**config.mk**
```make
export PLATFORM = sky130hd
export DESIGN_NAME = ajuste_hora
export DESIGN_NICKNAME = d
export VERILOG_FILES = /design/src/rtl/relogio_pkg.sv /design/src/rtl/sincroniza_botao.sv /design/src/rtl/ajuste_hora.sv
export SDC_FILE = /design/constraint.sdc
export NUM_CORES = 1
export LEC_CHECK = 0
export BUFFER_PORTS_ARGS = -buffer_cell sky130_fd_sc_hd__buf_2
export CORE_MARGIN = 8
export CORE_UTILIZATION = 44
export CTS_CLUSTER_DIAMETER = 100
export DETAILED_ROUTE_END_ITERATION = 7
export PLACE_DENSITY = 0.63
export SYNTH_ARGS = -nofsm -noshare
export SYNTH_HDL_FRONTEND = slang
export SYNTH_SLANG_ARGS = --single-unit
```
**constraint.sdc**
```tcl
create_clock -name ajuste_clock -period 3.4 [get_ports ajuste_clock]
set_clock_uncertainty 0.05 [all_clocks]
set_input_delay 1.02 -clock ajuste_clock [delete_from_list [all_inputs] [get_ports ajuste_clock]]
set_output_delay 1.02 -clock ajuste_clock [all_outputs]
set_load 0.05 [all_outputs]
```
**src/rtl/relogio_pkg.sv**
```systemverilog
// Shared types and defaults for the clock-setting logic.
// Holds the setting-FSM state encoding and counter sizing helpers.
package relogio_pkg;

    typedef enum logic [1:0] {
        RUN     = 2'd0,
        SET_HOR = 2'd1,
        SET_MIN = 2'd2,
        SET_SEG = 2'd3
    } estado_t;

    localparam int TIMEOUT_S_DEF    = 10;
    localparam int REPEAT_DELAY_DEF = 2;

    // Width that holds 0..max_val; at least one bit.
    function automatic int cnt_width(input int max_val);
        return (max_val < 1) ? 1 : $clog2(max_val + 1);
    endfunction

    function automatic estado_t proximo(input estado_t e);
        case (e)
            RUN:     return SET_HOR;
            SET_HOR: return SET_MIN;
            SET_MIN: return SET_SEG;
            default: return RUN;
        endcase
    endfunction

endpackage

```
**src/rtl/sincroniza_botao.sv**
```systemverilog
// Two-flop synchronizer for an asynchronous button level, followed by a
// registered rising-edge detector producing a single-cycle press pulse.
module sincroniza_botao (
    input  logic clk_i,
    input  logic rst_i,
    input  logic btn_i,
    output logic nivel_o,
    output logic pulso_o
);

    // sync_q[0..1] are the synchronizer flops, sync_q[2] the previous level.
    logic [2:0] sync_q;
    logic       pulso_q;

    always_ff @(posedge clk_i) begin
        if (rst_i) begin
            sync_q  <= 3'b000;
            pulso_q <= 1'b0;
        end else begin
            sync_q  <= {sync_q[1:0], btn_i};
            pulso_q <= sync_q[1] & ~sync_q[2];
        end
    end

    assign nivel_o = sync_q[1];
    assign pulso_o = pulso_q;

endmodule

```
**src/rtl/ajuste_hora.sv**
```systemverilog
// Time-setting controller: mode button walks RUN -> hours -> minutes ->
// seconds, increment button emits adjust pulses with hold-to-repeat.
module ajuste_hora
    import relogio_pkg::*;
#(
    parameter int TIMEOUT_S    = TIMEOUT_S_DEF,
    parameter int REPEAT_DELAY = REPEAT_DELAY_DEF
) (
    input  logic       ajuste_clock,
    input  logic       ajuste_reset,
    input  logic       ajuste_enable,
    input  logic       ajuste_btn_modo,
    input  logic       ajuste_btn_inc,
    output logic       ajuste_run,
    output logic       ajuste_add_min,
    output logic       ajuste_add_hor,
    output logic       ajuste_clr_seg,
    output logic [2:0] ajuste_blink,
    output logic [1:0] ajuste_estado
);

    localparam int TW = cnt_width(TIMEOUT_S);
    localparam int RW = cnt_width(REPEAT_DELAY);
    localparam logic [TW-1:0] TO_MAX = TW'(TIMEOUT_S);
    localparam logic [RW-1:0] RP_MAX = RW'(REPEAT_DELAY);

    logic modo_nivel, modo_p;
    logic inc_nivel, inc_p;

    sincroniza_botao u_sync_modo (
        .clk_i   (ajuste_clock),
        .rst_i   (ajuste_reset),
        .btn_i   (ajuste_btn_modo),
        .nivel_o (modo_nivel),
        .pulso_o (modo_p)
    );

    sincroniza_botao u_sync_inc (
        .clk_i   (ajuste_clock),
        .rst_i   (ajuste_reset),
        .btn_i   (ajuste_btn_inc),
        .nivel_o (inc_nivel),
        .pulso_o (inc_p)
    );

    estado_t       estado_q, estado_d;
    logic [TW-1:0] to_q, to_d;
    logic [RW-1:0] hold_q, hold_d;
    logic          fase_q, fase_d;
    logic          add_hor_q, add_hor_d;
    logic          add_min_q, add_min_d;
    logic          clr_seg_q, clr_seg_d;
    logic          repete;

    assign repete = ajuste_enable && inc_nivel && (hold_q >= RP_MAX) &&
                    ((estado_q == SET_HOR) || (estado_q == SET_MIN));

    always_ff @(posedge ajuste_clock) begin
        if (ajuste_reset) begin
            estado_q  <= RUN;
            to_q      <= '0;
            hold_q    <= '0;
            fase_q    <= 1'b0;
            add_hor_q <= 1'b0;
            add_min_q <= 1'b0;
            clr_seg_q <= 1'b0;
        end else begin
            estado_q  <= estado_d;
            to_q      <= to_d;
            hold_q    <= hold_d;
            fase_q    <= fase_d;
            add_hor_q <= add_hor_d;
            add_min_q <= add_min_d;
            clr_seg_q <= clr_seg_d;
        end
    end

    always_comb begin
        estado_d  = estado_q;
        to_d      = to_q;
        hold_d    = hold_q;
        fase_d    = fase_q;
        add_hor_d = 1'b0;
        add_min_d = 1'b0;
        clr_seg_d = 1'b0;

        if (estado_q == RUN) begin
            to_d   = '0;
            hold_d = '0;
            fase_d = 1'b0;
            if (modo_p) begin
                estado_d = SET_HOR;
            end
        end else if (modo_p) begin
            // Mode wins over a coincident increment press.
            estado_d = proximo(estado_q);
            to_d     = '0;
            hold_d   = '0;
            fase_d   = 1'b0;
        end else if (to_q == TO_MAX) begin
            estado_d = RUN;
            to_d     = '0;
            hold_d   = '0;
            fase_d   = 1'b0;
        end else begin
            if (ajuste_enable) begin
                fase_d = ~fase_q;
            end

            if (inc_p || inc_nivel) begin
                to_d = '0;
            end else if (ajuste_enable) begin
                to_d = to_q + TW'(1);
            end

            if (!inc_nivel || (estado_q == SET_SEG)) begin
                hold_d = '0;
            end else if (ajuste_enable && (hold_q != RP_MAX)) begin
                hold_d = hold_q + RW'(1);
            end

            if (inc_p || repete) begin
                case (estado_q)
                    SET_HOR: add_hor_d = 1'b1;
                    SET_MIN: add_min_d = 1'b1;
                    SET_SEG: clr_seg_d = inc_p;
                    default: ;
                endcase
            end
        end
    end

    always_comb begin
        ajuste_blink = 3'b000;
        case (estado_q)
            SET_HOR: ajuste_blink = {fase_q, 2'b00};
            SET_MIN: ajuste_blink = {1'b0, fase_q, 1'b0};
            SET_SEG: ajuste_blink = {2'b00, fase_q};
            default: ajuste_blink = 3'b000;
        endcase
    end

    assign ajuste_run     = (estado_q == RUN);
    assign ajuste_estado  = estado_q;
    assign ajuste_add_hor = add_hor_q;
    assign ajuste_add_min = add_min_q;
    assign ajuste_clr_seg = clr_seg_q;

endmodule

```
==> flow_summary.json <==
{
  "outcome": "finished, final reports clean",
  "p_leak_uw": 0.000421,
  "die_y_um": 60.1,
  "post_drt_via_cell_ratio": 4.70,
  "grt_usage_pct": 8.57,
  "finalCritPeriodShare_pct": 74.0,
  "synthToLayoutAreaGrowth_pct": 12.7,
  "rows": 16,
  "first_iter_violations": 11,
  "grt_setup_unrepaired": "false",
  "postCtsHoldBufs": 0,
  "clk_latency_ns": 0.29,
  "wirelength_um": 1320,
  "maxCapViolations": 0,
  "mostFrequentLayoutCell": "dfxtp_1",
  "antenna_found_initial": 0,
  "critPathArrivalTime_ns": 1.45,
  "worstMarginPinSlew_ns": 0.422,
  "gr-total-overflow": 0,
  "netlist_area_um2": 855,
  "dpl.hpwl_um": 1010,
  "synth.ff_latch_count": 20,
  "finalPower_uw": 370,
  "maxSlewViolCount": 0,
  "setup_viol": 0,
  "chipWidth_um": 60.1,
  "avgSynthCellArea_um2": 10.6,
  "syn_inst": 81,
  "critPathKind": "reg -> out",
  "synth_area_leader_cell": "dfxtp_1",
  "finalSetupTns_ns": 0,
  "endpoint_kind": "primary output",
  "drc": 0,
  "fin_ws_ns": 0.883,
  "drtPass1Iterations": 3,
  "final_cell_mix": "dfxtp_1, buf_2, nor2b_1, ha_1",
  "holdWs_ns": 0.336,
  "synth_warnings": 0,
  "fmax_ghz": 0.397,
  "layout.nets": 110,
  "startpoint_type": "flop",
  "place_inst": 118,
  "cts_root_buffer": "clkbuf_4",
  "clock-sinks": 20,
  "cts.clk_slew.worst_paths_ns": 0.10,
  "grt_max_degree": 13,
  "required_ns": 2.33,
  "synth_top_area_share_pct": 46.9,
  "instances_no_fill": 121,
  "grt_pass1_wl_um": 2350,
  "ys_top_cells_by_area": "dfxtp_1, ha_1, nor2b_1",
  "die_area_um2": 3610,
  "num_antenna_cells": 0,
  "synth_cell_type_count": 24,
  "drt-wirelength-per-cell_um": 10.9,
  "max_slew_margin_pct": 71.6,
  "core_um2": 1900,
  "synth_nets": 95,
  "hold_violations": 0,
  "ff2ff_setup_slack_ns": 1.51,
  "yosysSeqAreaShare_pct": 46.9,
  "period_needed_ns": 2.52,
  "vias": 569,
  "cts_max_level": 1,
  "ios": 14,
  "cts_setup_buffers": 0,
  "power.density_nw_per_um2": 384,
  "post-place-ws_ns": 1.12,
  "layout-drive-gt1-share_pct": 18.1,
  "cp_max_fo": 5,
  "gp_congestion": 0.748,
  "antenna_left": 0,
  "cts_tree": "yes",
  "cts_made_buffers": 3,
  "peakVddDrop_uv": 256,
  "cts_resized": 0,
  "io_buffers": 13,
  "grt_pass1_vias": 541,
  "clockBufferDepth": 2,
  "fillers": 190,
  "hold_path.class": "reg -> reg",
  "start_util_pct": 44.9
}
-- layer usage --
layer	part of all wire (%)	global-route usage, %	up-vias
met1	51	10.1	250
met2	42	13.1	12
met3	6.1	4.09	2
met5	0	0	-
li1	-	-	305
met4	0.91	3.06	0
-- worst paths after layout --
kind,from,endpoint,cells past startpoint
max,ajuste_estado[1],ajuste_blink[1],4
min,u_sync_modo.sync_q[2],u_sync_modo.pulso_o,1
max reg2reg,ajuste_estado[1],hold_q[1],4
min reg2reg,u_sync_modo.sync_q[2],u_sync_modo.pulso_o,1
-- power breakdown --
group | switching (uW) | internal, uW | leakage, uW
sequential | 2.92 | 238 | 0.000162
combinational | 13.3 | 8.32 | 0.000244
clock | 65.7 | 41.2 | 0.0000138
-- sequential cells by signal, indices dropped and copies added (netlist names), 2 cells and up --
name and flops:
hold_q 2, to_q 4, u_sync_inc.sync_q 3, u_sync_modo.sync_q 3, ajuste_estado 2
-- Yosys cell counts, drive strengths merged --
cell	n
dfxtp	20
nor2b	10
ha	9
inv	5
nor4	5
and3	3
and3b	3
nor2	3
xnor2	3
clkbuf	2
nand2	2
nand2b	2
o41ai	2
xor2	2
a2111oi	1
and2	1
buf	1
nand3	1
nand4	1
nor3	1
o2111ai	1
o211ai	1
o21ai	1
or4	1
-- logic make-up (layout without fill, tap and decap cells) --
kind of cell / count (synthesis) / count (layout) / share of synthesized area, %
fa+ha+maj: 9 / 9 / 13.2
compound gates: 6 / 6 / 7.76
buf+inv: 8 / 21 / 3.66
simple gates: 33 / 33 / 23.4
flops: 20 / 20 / 46.9
xor+xnor: 5 / 5 / 5.13
-- stage by stage --
stage / utilization, % / cell area [um2]
after global routing: 50.7 / 963
after global placement: 49.5 / 941
final: 50.7 / 963
after CTS: 50.7 / 963
after detailed placement: 49.5 / 941
after floorplan: - / 855
-- critical path, cell delays in order (launching register included) --
cell and delay [ns]:
dfxtp_1 0.40, inv_1 0.11, ha_1 0.19, and3b_1 0.19, buf_2 0.26
-- area by class of cell --
class | count | area (um2) | share of cell area [%]
inverters | 5 | 18.8 | 1.95
repair buffers | 13 | 65.1 | 6.75
clock buffers | 3 | 22.5 | 2.34
well taps | 27 | 33.8 | 3.51
multi-input cells | 53 | 423 | 43.9
flip-flops and latches | 20 | 400 | 41.6
(Power assumes the default switching activity.)
